**config.mk**
```make
export PLATFORM = sky130hd
export DESIGN_NAME = bit_serial_adder
export DESIGN_NICKNAME = d
export VERILOG_FILES = /design/src/rtl/serial_adder_pkg.sv /design/src/rtl/bit_serial_adder_fulladder.sv /design/src/rtl/bit_serial_adder.sv
export SDC_FILE = /design/constraint.sdc
export NUM_CORES = 1
export LEC_CHECK = 0
export ABC_CLOCK_PERIOD_IN_PS = 1300
export CORE_AREA = 2 2 61 63
export DETAILED_ROUTE_END_ITERATION = 8
export DIE_AREA = 0 0 63 65
export HOLD_SLACK_MARGIN = 0.02
export PLACE_DENSITY = 0.73
export SETUP_SLACK_MARGIN = 0.2
export SLEW_MARGIN = 40
export SYNTH_ARGS = -nofsm -noshare
export SYNTH_HDL_FRONTEND = slang
export SYNTH_HIERARCHICAL = 1
export SYNTH_SLANG_ARGS = --single-unit
```
**constraint.sdc**
```tcl
create_clock -name clk -period 1.3 [get_ports clk]
set_input_delay 0.195 -clock clk [delete_from_list [all_inputs] [get_ports clk]]
set_output_delay 0.195 -clock clk [all_outputs]
set_load 0.005 [all_outputs]
```
**src/rtl/serial_adder_pkg.sv**
```systemverilog
// Shared types and helpers for the bit-serial adder: FSM state encoding,
// default operand width and the bit-counter width helper.
package serial_adder_pkg;

    typedef enum logic [1:0] {
        IDLE  = 2'd0,
        SHIFT = 2'd1,
        DONE  = 2'd2
    } state_t;

    localparam int DEFAULT_WIDTH = 8;

    // Counter must index bits 0..width-1; never narrower than one bit.
    function automatic int cnt_width(input int width);
        return (width < 2) ? 1 : $clog2(width);
    endfunction

endpackage

```
**src/rtl/bit_serial_adder_fulladder.sv**
```systemverilog
// Existing one-bit full-adder cell used as the arithmetic core of the
// bit-serial adder.
module fulladder (
    output logic s,
    output logic c,
    input  logic a,
    input  logic b,
    input  logic cin
);

    assign s = a ^ b ^ cin;
    assign c = (a & b) | (a & cin) | (b & cin);

endmodule

```
**src/rtl/bit_serial_adder.sv**
```systemverilog
// LSB-first bit-serial adder around a single full-adder cell.
// Optional subtract support is enabled by defining SERIAL_ADDER_SUB_EN.
module bit_serial_adder
    import serial_adder_pkg::*;
#(
    parameter int WIDTH = DEFAULT_WIDTH
) (
    input  logic             clk,
    input  logic             rst_n,
    input  logic             in_valid,
    output logic             in_ready,
    input  logic [WIDTH-1:0] a,
    input  logic [WIDTH-1:0] b,
    input  logic             cin,
`ifdef SERIAL_ADDER_SUB_EN
    input  logic             sub,
`endif
    output logic             out_valid,
    input  logic             out_ready,
    output logic [WIDTH-1:0] sum,
    output logic             cout,
    output logic             ovf,
    output state_t           dbg_state
);

    // Handshakes: a transfer happens on a rising edge where valid and ready
    // are both high; valid is held until that edge and ready never depends
    // combinationally on valid.

    localparam int                 CNT_W    = cnt_width(WIDTH);
    localparam logic [CNT_W-1:0]   LAST_CNT = CNT_W'(WIDTH - 1);

    state_t             state_q, state_d;
    logic [WIDTH-1:0]   a_q, b_q, sum_q;
    logic [WIDTH-1:0]   b_load;
    logic               carry_q, carry_load;
    logic               cout_q, ovf_q;
    logic [CNT_W-1:0]   cnt_q;
    logic               fa_s, fa_c;
    logic               last;

`ifdef SERIAL_ADDER_SUB_EN
    // Two's-complement subtract: invert B and inject a carry of one.
    assign b_load     = sub ? ~b : b;
    assign carry_load = sub | cin;
`else
    assign b_load     = b;
    assign carry_load = cin;
`endif

    fulladder u_fa (
        .s   (fa_s),
        .c   (fa_c),
        .a   (a_q[0]),
        .b   (b_q[0]),
        .cin (carry_q)
    );

    assign last      = (cnt_q == LAST_CNT);
    assign in_ready  = (state_q == IDLE);
    assign out_valid = (state_q == DONE);
    assign sum       = sum_q;
    assign cout      = cout_q;
    assign ovf       = ovf_q;
    assign dbg_state = state_q;

    always_comb begin
        state_d = state_q;
        case (state_q)
            IDLE:    if (in_valid)  state_d = SHIFT;
            SHIFT:   if (last)      state_d = DONE;
            DONE:    if (out_ready) state_d = IDLE;
            default:                state_d = IDLE;
        endcase
    end

    always_ff @(posedge clk or negedge rst_n) begin
        if (!rst_n) begin
            state_q <= IDLE;
            a_q     <= '0;
            b_q     <= '0;
            sum_q   <= '0;
            carry_q <= 1'b0;
            cout_q  <= 1'b0;
            ovf_q   <= 1'b0;
            cnt_q   <= '0;
        end else begin
            state_q <= state_d;
            case (state_q)
                IDLE: begin
                    if (in_valid) begin
                        a_q     <= a;
                        b_q     <= b_load;
                        carry_q <= carry_load;
                        cnt_q   <= '0;
                    end
                end
                SHIFT: begin
                    sum_q   <= {fa_s, sum_q[WIDTH-1:1]};
                    a_q     <= a_q >> 1;
                    b_q     <= b_q >> 1;
                    carry_q <= fa_c;
                    // Counter parks at its terminal value instead of wrapping.
                    if (last) begin
                        cout_q <= fa_c;
                        ovf_q  <= carry_q ^ fa_c;
                    end else begin
                        cnt_q  <= cnt_q + 1'b1;
                    end
                end
                default: ;
            endcase
        end
    end

endmodule

```
==> metrics.csv <==
stage;metric;value;unit
logic_synthesis;yosysSeqAreaShare;0.550;
worst_hold_path;hold_path_class;in2async;
critical_path;path_buf_inv;4;
critical_path;slowest_stage;dfrtp_2;
routing;num_vias;1448;
floorplanning;core-area;0.00350;mm^2
clocking;root_buffer;clkbuf_4;
sta;setup_viol;33;
place;portBuffers;34;
power_and_ir_drop;p_comb_frac;0.586;
clocking;cts_sinks;32;
power_and_ir_drop;swShare;0.385;
critical_path;cp_max_fo;4;
logic_synthesis;syn-num-nets;165;
logic_synthesis;ys_top_cells_by_area;dfrtp_1 (55%), o22ai_1 (9.9%), nand2_1 (7.0%), a21oi_1 (3.8%), a2bb2oi_1 (3.0%);
clocking;cts_buffers;5;
layout;final_util;0.759;
critical_path;max_stage_delay;0.45;ns
critical_path;required;1.53;ns
critical_path;start_kind;register;
sta;hold_viol_final;0;
place;place_ws;-0.114;ns
routing;vias_per_cell;5.40;
sta;fin_crit_sh;1.11;
critical_path;critPathCaptureType;register;
sta;worst_pin_slew;0.436;ns
sta;fmax;0.693;GHz
logic_synthesis;synth_area;0.00146;mm^2
critical_path;path_common_cell;buf_6;
logic_synthesis;syn_avg_cell_area;10.3;um^2
global_route;grt.total_usage;0.249;
routing;routedWlPerCell;17.9;um
sta;slew_viol_final;0;
place;placed_area;0.00198;mm^2
run;max-cap-violations;0;
layout;design_area;0.00266;mm^2
global_route;antenna_found_initial;0;
power_and_ir_drop;powerDensity;2290;mW/mm^2
layout;antenna_cells;0;
routing;ant_nets;0;
clocking;clkLatencyLatePin;0.34;ns
critical_path;r2r-start;dbg_state[1];
global_route;grt-ovfl-total;0;
sta;min_period;1.44;ns
floorplanning;die_h;65;um
critical_path;crit_arrival;1.67;ns
routing;dr.pass1.iters;4;
clocking;htree_levels;2;
clocking;cts_tree;done;
layout;fin_nets;244;
critical_path;crit_family;buffers and inverters;
sta;setup_ws;-0.142;ns
place;gp_congestion;0.846;
logic_synthesis;synthDistinctLibCells;26;
layout;syn2layout_area_growth;82.5;%
clocking;clockBufferDepth;2;
clocking;ctsHoldBuffers;0;
floorplanning;num_rows;22;
power_and_ir_drop;p_int;3.74;mW
sta;setup_tns;-1.86;ns
place;dp_hpwl;2.56;mm
routing;routed_wl;4.80;mm
floorplanning;start_util;0.416;
layout;layout_common_cells;dfrtp_1 (30), buf_4 (28), o22ai_2 (20), clkdlybuf4s50_1 (20), buf_6 (19);
logic_synthesis;yosysTopAreaCell;dfrtp_1;
power_and_ir_drop;power;6.08;mW
logic_synthesis;syn-instance-count;141;
power_and_ir_drop;leakage;1.18;nW
layout;layout_commonest_cell;dfrtp_1;
sta;clock_skew;0.0133;ns
logic_synthesis;synth_top_area_share;0.550;
run_status;status;finished, violations left;
power_and_ir_drop;vdd_ir_drop_max;1.12;mV
run_status;violations;negative setup slack;
clocking;clkTransAtPathRegs;0.10;ns
critical_path;crit_path_cell_trace;buf_6, buf_6, buf_6, nand2b_4, buf_6, o22ai_2, a21oi_2;
power_and_ir_drop;power.share.clock;0.105;
floorplanning;die_w;63;um
power_and_ir_drop;p_switching;2.34;mW
layout;drive_above_1_share;0.636;
critical_path;crit_start;dbg_state[1];
power_and_ir_drop;seqPwrFrac;0.309;
routing;drcViolationCount;0;
global_route;grt_pass1_vias;1578;
global_route;grt_start_max_net_pins;33;
sta;rsz0062_at_grt;true;
floorplanning;ios;35;
routing;drtIter0Drc;78;
logic_synthesis;ys_seq_elements;32;
logic_synthesis;synth_warnings;6;
critical_path;crit_type;reg2reg;
floorplanning;dieArea;0.00410;mm^2
global_route;grt_pass1_wl;7.65;mm
sta;maxSlewHeadroom;0.708;
per-layer routing:
layer,global-route usage,up-vias,wire length [um]
met2,0.461,40,2520
met1,0.278,734,1980
met4,0.0861,0,88
met5,0,-,0
met3,0.0608,10,211
li1,-,664,-
repair_timing:
item	4_1_cts	5_1_grt
endpoints found under the setup margin	44	36
pin swaps	46	8
setup buffers	21	4
resized for setup	137	20
cloned	2	0
endpoints found under the hold margin	0	0
stage by stage:
| step | std cells | hold slack [ns] |
|---|---|---|
| global placement | 234 | 0.463 |
| CTS | 264 | 0.225 |
| floorplan | 141 | -0.101 |
| detailed placement | 234 | 0.486 |
| finish | 268 | 0.212 |
| global route | 268 | 0.223 |
power groups by stage:
stage / Sequential (mW) / Clock, mW / Combinational, mW
global placement: 1.77 / 0 / 2.03
CTS: 1.82 / 0.645 / 3.17
finish: 1.87 / 0.641 / 3.56
detailed placement: 1.80 / 0 / 2.14
global route: 1.93 / 0.702 / 3.81
floorplan: 1.74 / 0 / 1.28
kinds of logic (layout without fill, tap and decap cells):
group                      after synthesis  in the layout  share of synthesized area
and+or+nand+nor                         42             42                      0.127
AOI/OAI and AO/OA                       50             50                      0.222
buffers and inverters                   11             90                     0.0430
xor gates and xnor gates                 1              1                    0.00602
muxes                                    2              2                     0.0206
DFF                                     32             32                      0.550
adders and majority gates                3              3                     0.0310
sequential cells by signal, indices dropped and copies added, names as in the netlist:
name       cells
carry_q        1
dbg_state      2
cout           1
sum            8
ovf            1
cnt_q          3
b_q            8
a_q            8
Yosys cell counts:
cell	n
a21oi_1	11
a22oi_1	2
or2_2	1
fa_1	1
a2bb2oi_1	5
nor2_2	1
nand2b_1	4
clkbuf_1	2
inv_2	2
o221a_2	1
o21ai_0	4
xor2_1	1
ha_1	2
dfrtp_1	32
nand2_1	27
nand3b_1	1
o22ai_1	23
o2bb2ai_1	3
nor3_1	1
nor2b_1	2
buf_4	5
nand2_2	1
nor2_1	4
mux2_4	2
buf_2	2
o31ai_1	1
layout make-up:
class	instances	area, um^2
well taps	48	60.1
flip-flops and latches	32	803
fillers	230	841
multi-input cells	98	997
clock buffers	7	65.1
repair buffers	81	719
inverters	2	10.0
worst paths after layout:
check | depth (start not counted) | slack (ns) | end
min in group clk | 3 | 0.38 | b_q[7]
worst min register to register | 1 | 0.56 | b_q[1]
max in group asynchronous | 2 | 0.90 | dbg_state[1]
worst max-delay path | 7 | -0.14 | a_q[6]
worst max register to register | 7 | -0.14 | a_q[6]
worst min-delay path | 2 | 0.21 | b_q[1]
(Power assumes the default switching activity.)
